[src/rtl/axis_packet_receiver.sv]
// Store-and-forward AXI-Stream packet receiver: validates first/last/dest framing,
// buffers each packet speculatively, commits on a clean TLAST and replays committed packets.
`timescale 1ns/1ps
module axis_packet_receiver #(
    parameter int DEPTH = 64,
    parameter int CNT_W = 16
) (
    input  logic             clk,
    input  logic             rst_n,
    input  logic             s_tvalid,
    output logic             s_tready,
    input  logic [31:0]      s_tdata,
    input  logic             s_tlast,
    input  logic [7:0]       s_tdest,
    input  logic [3:0]       s_tuser,
    output logic             m_tvalid,
    input  logic             m_tready,
    output logic [31:0]      m_tdata,
    output logic             m_tlast,
    output logic [7:0]       m_tdest,
    output logic [3:0]       err_pulse,
    output logic [CNT_W-1:0] pkt_ok_cnt,
    output logic [CNT_W-1:0] pkt_err_cnt
);
    localparam int AW = $clog2(DEPTH);
    localparam logic [AW:0] PTR_ONE = {{AW{1'b0}}, 1'b1};

    typedef enum logic [1:0] {IDLE = 2'd0, BODY = 2'd1, DROP = 2'd2} state_t;

    function automatic logic is_full(input logic [AW:0] w, input logic [AW:0] r);
        return (w[AW] != r[AW]) && (w[AW-1:0] == r[AW-1:0]);
    endfunction

    function automatic logic [CNT_W-1:0] sat_add(input logic [CNT_W-1:0] cnt, input logic [1:0] inc);
        logic [CNT_W:0] sum;
        sum = {1'b0, cnt} + {{(CNT_W-1){1'b0}}, inc};
        if (sum[CNT_W]) begin
            return {CNT_W{1'b1}};
        end else begin
            return sum[CNT_W-1:0];
        end
    endfunction

    // entry layout: {tlast, tdest, tdata}
    logic [40:0]      mem_r [DEPTH];
    state_t           state_r, state_n;
    logic [AW:0]      wr_r, wr_n, commit_r, commit_n, rd_r, rd_n;
    logic [7:0]       dest_r, dest_n;
    logic             s_tready_r, m_tvalid_r, m_tlast_r;
    logic [31:0]      m_tdata_r;
    logic [7:0]       m_tdest_r;
    logic [3:0]       err_pulse_r, err_s;
    logic [CNT_W-1:0] pkt_ok_cnt_r, pkt_err_cnt_r;
    logic             accept_s, full_s, we_s, first_s, ok_inc_s, pop_s, valid_n_s;
    logic [1:0]       err_inc_s;
    logic [AW-1:0]    waddr_s;
    logic [40:0]      rd_word_s;
    logic             unused_s;

    assign unused_s = ^s_tuser[3:1];
    assign accept_s = s_tvalid & s_tready_r;
    assign full_s   = is_full(wr_r, rd_r);

    // Framing FSM: next state, speculative pointer updates, error flags and buffer write.
    always_comb begin
        state_n   = state_r;
        wr_n      = wr_r;
        commit_n  = commit_r;
        dest_n    = dest_r;
        we_s      = 1'b0;
        waddr_s   = wr_r[AW-1:0];
        err_s     = 4'b0000;
        err_inc_s = 2'd0;
        ok_inc_s  = 1'b0;
        first_s   = 1'b0;
        if (accept_s) begin
            case (state_r)
                IDLE: first_s = 1'b1;
                BODY: begin
                    if (s_tuser[0]) begin
                        err_s[1]  = 1'b1;
                        err_inc_s = 2'd1;
                        wr_n      = commit_r;
                        first_s   = 1'b1;
                    end else if (s_tdest != dest_r) begin
                        err_s[2]  = 1'b1;
                        err_inc_s = 2'd1;
                        wr_n      = commit_r;
                        state_n   = s_tlast ? IDLE : DROP;
                    end else if (full_s) begin
                        err_s[3]  = 1'b1;
                        err_inc_s = 2'd1;
                        wr_n      = commit_r;
                        state_n   = s_tlast ? IDLE : DROP;
                    end else begin
                        we_s    = 1'b1;
                        waddr_s = wr_r[AW-1:0];
                        wr_n    = wr_r + PTR_ONE;
                        if (s_tlast) begin
                            commit_n = wr_r + PTR_ONE;
                            ok_inc_s = 1'b1;
                            state_n  = IDLE;
                        end else begin
                            state_n = BODY;
                        end
                    end
                end
                DROP: begin
                    if (s_tlast) begin
                        state_n = IDLE;
                    end else begin
                        state_n = DROP;
                    end
                end
                default: state_n = IDLE;
            endcase
            // a first beat always starts from the committed pointer (wr==commit outside BODY)
            if (first_s) begin
                if (!s_tuser[0]) begin
                    err_s[0]  = 1'b1;
                    err_inc_s = err_inc_s + 2'd1;
                    wr_n      = commit_r;
                    state_n   = s_tlast ? IDLE : DROP;
                end else if (s_tdest != s_tdata[31:24]) begin
                    err_s[2]  = 1'b1;
                    err_inc_s = err_inc_s + 2'd1;
                    wr_n      = commit_r;
                    state_n   = s_tlast ? IDLE : DROP;
                end else begin
                    we_s    = 1'b1;
                    waddr_s = commit_r[AW-1:0];
                    wr_n    = commit_r + PTR_ONE;
                    dest_n  = s_tdest;
                    if (s_tlast) begin
                        commit_n = commit_r + PTR_ONE;
                        ok_inc_s = 1'b1;
                        state_n  = IDLE;
                    end else begin
                        state_n = BODY;
                    end
                end
            end else begin
                first_s = 1'b0;
            end
        end else begin
            state_n = state_r;
        end
    end

    // Output side: the slot at rd stays owned by the output register until popped.
    always_comb begin
        pop_s     = m_tvalid_r & m_tready;
        rd_n      = pop_s ? (rd_r + PTR_ONE) : rd_r;
        valid_n_s = (rd_n != commit_r);
        rd_word_s = mem_r[rd_n[AW-1:0]];
    end

    // Packet buffer storage.
    always_ff @(posedge clk) begin
        if (we_s) begin
            mem_r[waddr_s] <= {s_tlast, s_tdest, s_tdata};
        end
    end

    // Control state, pointers, flags, counters and the registered stream outputs.
    always_ff @(posedge clk or negedge rst_n) begin
        if (!rst_n) begin
            state_r       <= IDLE;
            wr_r          <= '0;
            commit_r      <= '0;
            rd_r          <= '0;
            dest_r        <= 8'h00;
            s_tready_r    <= 1'b0;
            m_tvalid_r    <= 1'b0;
            m_tdata_r     <= 32'h0000_0000;
            m_tlast_r     <= 1'b0;
            m_tdest_r     <= 8'h00;
            err_pulse_r   <= 4'b0000;
            pkt_ok_cnt_r  <= '0;
            pkt_err_cnt_r <= '0;
        end else begin
            state_r       <= state_n;
            wr_r          <= wr_n;
            commit_r      <= commit_n;
            rd_r          <= rd_n;
            dest_r        <= dest_n;
            s_tready_r    <= ~(is_full(wr_n, rd_n) & (commit_n != rd_n));
            m_tvalid_r    <= valid_n_s;
            if (valid_n_s) begin
                {m_tlast_r, m_tdest_r, m_tdata_r} <= rd_word_s;
            end
            err_pulse_r   <= err_s;
            pkt_ok_cnt_r  <= sat_add(pkt_ok_cnt_r, {1'b0, ok_inc_s});
            pkt_err_cnt_r <= sat_add(pkt_err_cnt_r, err_inc_s);
        end
    end

    assign s_tready    = s_tready_r;
    assign m_tvalid    = m_tvalid_r;
    assign m_tdata     = m_tdata_r;
    assign m_tlast     = m_tlast_r;
    assign m_tdest     = m_tdest_r;
    assign err_pulse   = err_pulse_r;
    assign pkt_ok_cnt  = pkt_ok_cnt_r;
    assign pkt_err_cnt = pkt_err_cnt_r;
endmodule

[config.mk]
export PLATFORM = sky130hd
export DESIGN_NAME = axis_packet_receiver
export DESIGN_NICKNAME = d
export VERILOG_FILES = /design/src/rtl/axis_packet_receiver.sv
export SDC_FILE = /design/constraint.sdc
export NUM_CORES = 2
export LEC_CHECK = 0
export CORE_MARGIN = 2
export CORE_UTILIZATION = 57
export DETAILED_ROUTE_END_ITERATION = 12
export GPL_TIMING_DRIVEN = 0
export PLACE_DENSITY = 0.7
export SYNTH_ARGS = -nofsm -noshare
export SYNTH_HDL_FRONTEND = slang
export SYNTH_SLANG_ARGS = --single-unit
[constraint.sdc]
create_clock -name clk -period 12.2 [get_ports clk]
set_input_delay 2.44 -clock clk [delete_from_list [all_inputs] [get_ports clk]]
set_output_delay 2.44 -clock clk [all_outputs]
set_load 0.01 [all_outputs]
Word level (Yosys, flattened, before mapping)
Memories as Yosys holds them, arrays and structs flattened. A register that Yosys moved wholly into a read port is not among the register bits.
Cells that the tools add are included.

word-level totals
  bits in registers = 69
  memory bits (writable) = 2624
  bits of input ports = 49
  output and inout port bits = 79
  word-level logic and storage cells = 117
  memories = 1

operators by class
  add/subtract/negate cells = 6
  equal/unequal tests = 12
  muxes and demuxes = 77
  bitwise gates (word level) = 5
  reductions and logical operators = 6

memory list
  name   words  bits a word  rd ports  clocked after Yosys merged registers in  wr ports  line  source
  mem_r  64     41           1         1                                        1         45    logic [40:0] mem_r [DEPTH];

operators by type and width
  operator                                              number
  2-to-1 mux 7 bit                                      19
  2-to-1 mux 1 bit                                      35
  2-to-1 mux 16 bit                                     2
  2-to-1 mux 2 bit                                      13
  2-to-1 mux 6 bit                                      4
  adder 7 x 1 -> 7 bit (second input constant)          3
  adder 16 x 1 -> 17 bit                                1
  adder 16 x 2 -> 17 bit                                1
  != test 8 bit                                         2
  != test 7 bit                                         2
  equality test 6 bit                                   2
  case mux 2 bit (3 select lines)                       1
  2-to-1 mux 4 bit                                      1
  AND reduction 4 bit                                   1
  AND 1 bit                                             3
  2-to-1 mux 3 bit                                      1
  != test 3 bit (second input constant)                 1
  AND reduction 3 bit                                   1
  adder 2 x 1 -> 2 bit (second input constant)          1
  equality test 2 x 1 -> 1 bit (second input constant)  1
  equality test 2 bit (second input constant)           1
  logical AND 1 bit                                     2
  zero test 2 bit                                       1
  != test 1 bit                                         2
  4 further kinds                                       5

Longest topological paths before layout
  word-level depth = 14
  mapped depth = 21
  gate-level depth less buffers = 18

Least setup slack after synthesis
Ideal clock, no wire load.

  path type = in2reg
  start = input s_tdest[6]
  end = memory mem_r[17][0], enable pin
  setup time = 0.440 ns
  arrival time = 6.163 ns
  required time = 11.760 ns
  slack = 5.598 ns
  stages = 10
  path buffers = 2
  path through = xnor2_1 nand4_1 nor3_2 o21ai_0 or2_1 buf_2 buf_2 o31ai_1 nand2_1 nor2_1

on the way
  longest elaborated chain between the ends = 10
  elaborated cells between the ends (all ways) = 15
  classes of those cells = eq/ne (2); mux (13)

RTL lines
  element                                 line  source
  start, declared                         14    input logic [7:0] s_tdest,
  != test 8 bit                           85    end else if (s_tdest != dest_r) begin
  2-to-1 mux 1 bit                        85
  2-to-1 mux 1 bit                        80    if (s_tuser[0]) begin
  2-to-1 mux 1 bit                        77    case (state_r)
  2-to-1 mux 1 bit                        124   end else if (s_tdest != s_tdata[31:24]) begin
  2-to-1 mux 1 bit                        119   if (!s_tuser[0]) begin
  2-to-1 mux 1 bit                        118   if (first_s) begin
  2-to-1 mux 1 bit                        76    if (accept_s) begin
  2-to-1 mux 1 bit                        160   if (we_s) begin
  2-to-1 mux 1 bit (not written as such)  161   mem_r[waddr_s] <= {s_tlast, s_tdest, s_tdata};
  end, declared                           45

Several ways; a longest one is shown, not always the timed one.

Final worst setup path
  start = input m_tready
  end = register m_tdest_r[0], in the netlist m_tdest[0], read port of mem_r

on the way
  longest elaborated chain between the ends = 3

RTL lines
  element             line  source
  start, declared     17    input logic m_tready,
  AND 1 bit *         152   pop_s = m_tvalid_r & m_tready;
  2-to-1 mux 7 bit *  153   rd_n = pop_s ? (rd_r + PTR_ONE) : rd_r;
  != test 7 bit       154   valid_n_s = (rd_n != commit_r);
  end, declared       51    logic [7:0] m_tdest_r;

Mark *: on every way between the ends. The rest lies on a longest branch, timed or not.
A chain may end at the register's enable or synchronous reset.

==> results.json <==
{
  "reg2reg_to": "m_tdest[0]$_DFFE_PN0P_",
  "die_area_sq_mm": 0.1960,
  "clock_skew_ps": 79.91,
  "avgViaCountPerCell": 6.466,
  "cp.arrival_ps": 9090,
  "drc_errors": 0,
  "power_mw": 34.26,
  "synthToLayoutAreaGrowth_pct": 14.80,
  "start_util": 0.5716,
  "cts_made_buffers": 289,
  "placed_cells": 10620,
  "syn_nets": 7902,
  "critPathKind": "input port to flip-flop",
  "rsz0062_at_grt": "false",
  "syn_area_per_cell_sq_um": 13.99,
  "critPathLaunchType": "input port",
  "cp_max_fo": 10,
  "clk_pin_slew_worst_paths_ps": 60,
  "hold_end": "dest_r[3]$_DFFE_PN0P_",
  "relSlewSlack": -0.1284,
  "syn-cell-area_sq_mm": 0.1097,
  "power.density_mw_per_mm2": 272.0,
  "outcome": "finished, violations left",
  "cts_tree": "built",
  "max-cap-violations": 7,
  "portBuffers": 124,
  "critPathCaptureType": "flip-flop",
  "cts.sinks": 2734,
  "ys_async_sr_fraction": 0.04023,
  "violations": "max-capacitance violations, max-slew violations",
  "yosysUniqueCellTypes": 66,
  "cts_setup_buffers": 0,
  "drive_gt1_frac": 0.09659,
  "routed_wl_microns": 344800,
  "detail_route.iter0.violations": 11050,
  "ios": 128,
  "clk_latency_ps": 980,
  "cp.required_ps": 13070,
  "h-tree-depth": 5,
  "grt_pass1_vias": 68760,
  "grt_max_degree": 78,
  "grtUsageTotal": 0.3471,
  "synth-seq-cells": 2734,
  "synthFlopType": "edfxtp_1",
  "grt_overflow_total": 0,
  "ys_seq_area_frac": 0.7432,
  "yosysWarnings": 0,
  "clock_path_buffers": 4,
  "core_area_sq_mm": 0.1920,
  "worstMarginPinSlew_ps": 1671,
  "gp_congestion": 0.9597,
  "hold_path.startpoint": "dest_r[3]$_DFFE_PN0P_",
  "post-route-period-util": 0.6734,
  "synthCells": 7841,
  "wl_per_cell_microns": 30.99,
  "fin_cells": 11130,
  "cts-root-buf": "clkbuf_16",
  "r2r_cells": 12,
  "finalHoldViolations": 0,
  "cts_resized": 0,
  "fillers": 13370,
  "placed_area_sq_mm": 0.1172,
  "hold_path.class": "flip-flop to flip-flop",
  "grt_antenna_before_repair": 32,
  "max_clock_freq_mhz": 121.7,
  "nets": 8449,
  "vdd_ir_drop_max_mv": 0.1384,
  "ant_nets": 0,
  "holdBufCountCts": 0,
  "synth_edf_count": 2624,
  "worstHoldPathCells": 1,
  "vias": 71950,
  "dp_hpwl_microns": 236400,
  "slew_violations": 29,
  "final.min_clock_period_ps": 8215,
  "first_pass_iters": 12,
  "r2r_slack_ps": 5500,
  "final-setup-viol-count": 0,
  "placementRows": 161,
  "power_leakage_nw": 43.40,
  "rr_startpoint": "m_tvalid$_DFF_PN0_",
  "dieHeight_microns": 442.8,
  "die-width_microns": 442.8,
  "grt_pass1_wl_microns": 484500,
  "design_area_sq_mm": 0.1260
}
## metrics by stage
step	util	hold WS [ps]	setup slack, ps	setup TNS [ps]
after global placement	0.5945	508.9	-939.3	-525940
after CTS	0.6558	526.9	4451	0
after global routing	0.6561	544.1	4282	0
after floorplan	-	499.9	5598	0
final	0.6562	524.0	3985	0
after detailed placement	0.6105	514.3	3525	0
## logic make-up after synthesis
kind of cell / after synthesis / synth area share
xor gates and xnor gates: 67 / 0.005588
AOI/OAI and AO/OA: 684 / 0.05042
and+or+nand+nor: 3364 / 0.1310
adders and majority gates: 12 / 0.001437
buffers and inverters: 552 / 0.01982
muxes: 428 / 0.04853
DFF: 2734 / 0.7432
## state kept, by name, indices dropped and copies added, names as in the netlist
| signal | count |
|---|---|
| mem_r | 2624 |
| rd_r | 7 |
| state_r | 2 |
| err_pulse | 4 |
| m_tdata | 32 |
| pkt_ok_cnt | 16 |
| pkt_err_cnt | 16 |
| m_tlast | 1 |
| wr_r | 7 |
| m_tvalid | 1 |
| commit_r | 7 |
| dest_r | 8 |
| s_tready | 1 |
| m_tdest | 8 |
## worst max-delay path: stages
cell and delay, ps:
clkdlybuf4s50_1 760, nand2_1 190, xor2_1 720, buf_2 560
buf_2 650, clkbuf_1 1190, clkbuf_1 480, nand2_1 130
nand3_1 100, nand3_1 80, a311oi_1 1170, a211oi_1 370
nor2_1 210
## layer usage
metal / wire [microns] / up-vias / GRT usage
met1: 124000 / 35710 / 0.4623
met2: 153800 / 4808 / 0.5185
met3: 40430 / 807 / 0.07513
li1: - / 30610 / -
met4: 26460 / 12 / 0.2322
met5: 125 / - / 0
## worst max-delay path by stage
stage / from / to / slack, ps / depth (start not counted)
2_1_floorplan: s_tdest[6] / mem_r[17][0]$_DFFE_PP_ / 5600 / 10
3_3_place_gp: s_tdata[24] / mem_r[12][37]$_DFFE_PP_ / -940 / 11
3_5_place_dp: m_tready / m_tdest[1]$_DFFE_PN0P_ / 3520 / 13
4_1_cts: m_tready / m_tdest[1]$_DFFE_PN0P_ / 4450 / 13
5_1_grt: m_tready / m_tdata[28]$_DFFE_PN0P_ / 4280 / 13
6_report: m_tready / m_tdest[0]$_DFFE_PN0P_ / 3990 / 13
## report_power, final
group / internal, mW / switching [mW] / total (mW)
registers: 10.4 / 0.184 / 10.6
clock network: 4.80 / 3.49 / 8.29
logic: 4.33 / 11.1 / 15.4
total: 19.5 / 14.7 / 34.3
## layout make-up
| class | instances | area, sq um | area share |
|---|---|---|---|
| diodes | 18 | 45.04 | 0.0003576 |
| plain buffers | 534 | 2117 | 0.01681 |
| clock buffers | 376 | 7851 | 0.06233 |
| clock inverters | 110 | 855.8 | 0.006794 |
| inverters | 18 | 67.56 | 0.0005364 |
| multi-input cells | 4555 | 26710 | 0.2121 |
| flip-flops and latches | 2734 | 81550 | 0.6474 |
| well taps | 2526 | 3161 | 0.02509 |
| repair buffers | 256 | 3608 | 0.02865 |
## synthesized netlist by cell type, types with 13 or more instances
| master | number | area share |
|---|---|---|
| a211oi_1 | 45 | 0.0031 |
| a21oi_1 | 25 | 0.0011 |
| a311oi_1 | 369 | 0.029 |
| a31oi_1 | 45 | 0.0026 |
| and3_1 | 265 | 0.015 |
| buf_1 | 58 | 0.0020 |
| buf_2 | 82 | 0.0037 |
| clkbuf_1 | 394 | 0.013 |
| dfrtp_1 | 110 | 0.025 |
| edfxtp_1 | 2624 | 0.72 |
| inv_1 | 14 | 0.00048 |
| mux2i_1 | 334 | 0.030 |
| mux4_2 | 82 | 0.017 |
| nand2_1 | 2173 | 0.074 |
| nand3_1 | 686 | 0.031 |
| nand4_1 | 16 | 0.00091 |
| nor2_1 | 153 | 0.0052 |
| nor3_1 | 19 | 0.00087 |
| nor4_1 | 13 | 0.00074 |
| o21ai_0 | 21 | 0.00096 |
| o22ai_1 | 42 | 0.0024 |
| o311ai_0 | 84 | 0.0067 |
| xnor2_1 | 38 | 0.0030 |
| xor2_1 | 27 | 0.0022 |
## cells in the final DEF, fill, tap and decap left out, drive strengths merged, types with 91 or more instances in the layout
cell type / instances
a311oi: 369
and3: 265
buf: 314
clkbuf: 770
clkinv: 91
dfrtp: 110
edfxtp: 2624
mux2i: 334
nand2: 2173
nand3: 686
nor2: 153
(Power assumes the default switching activity.)
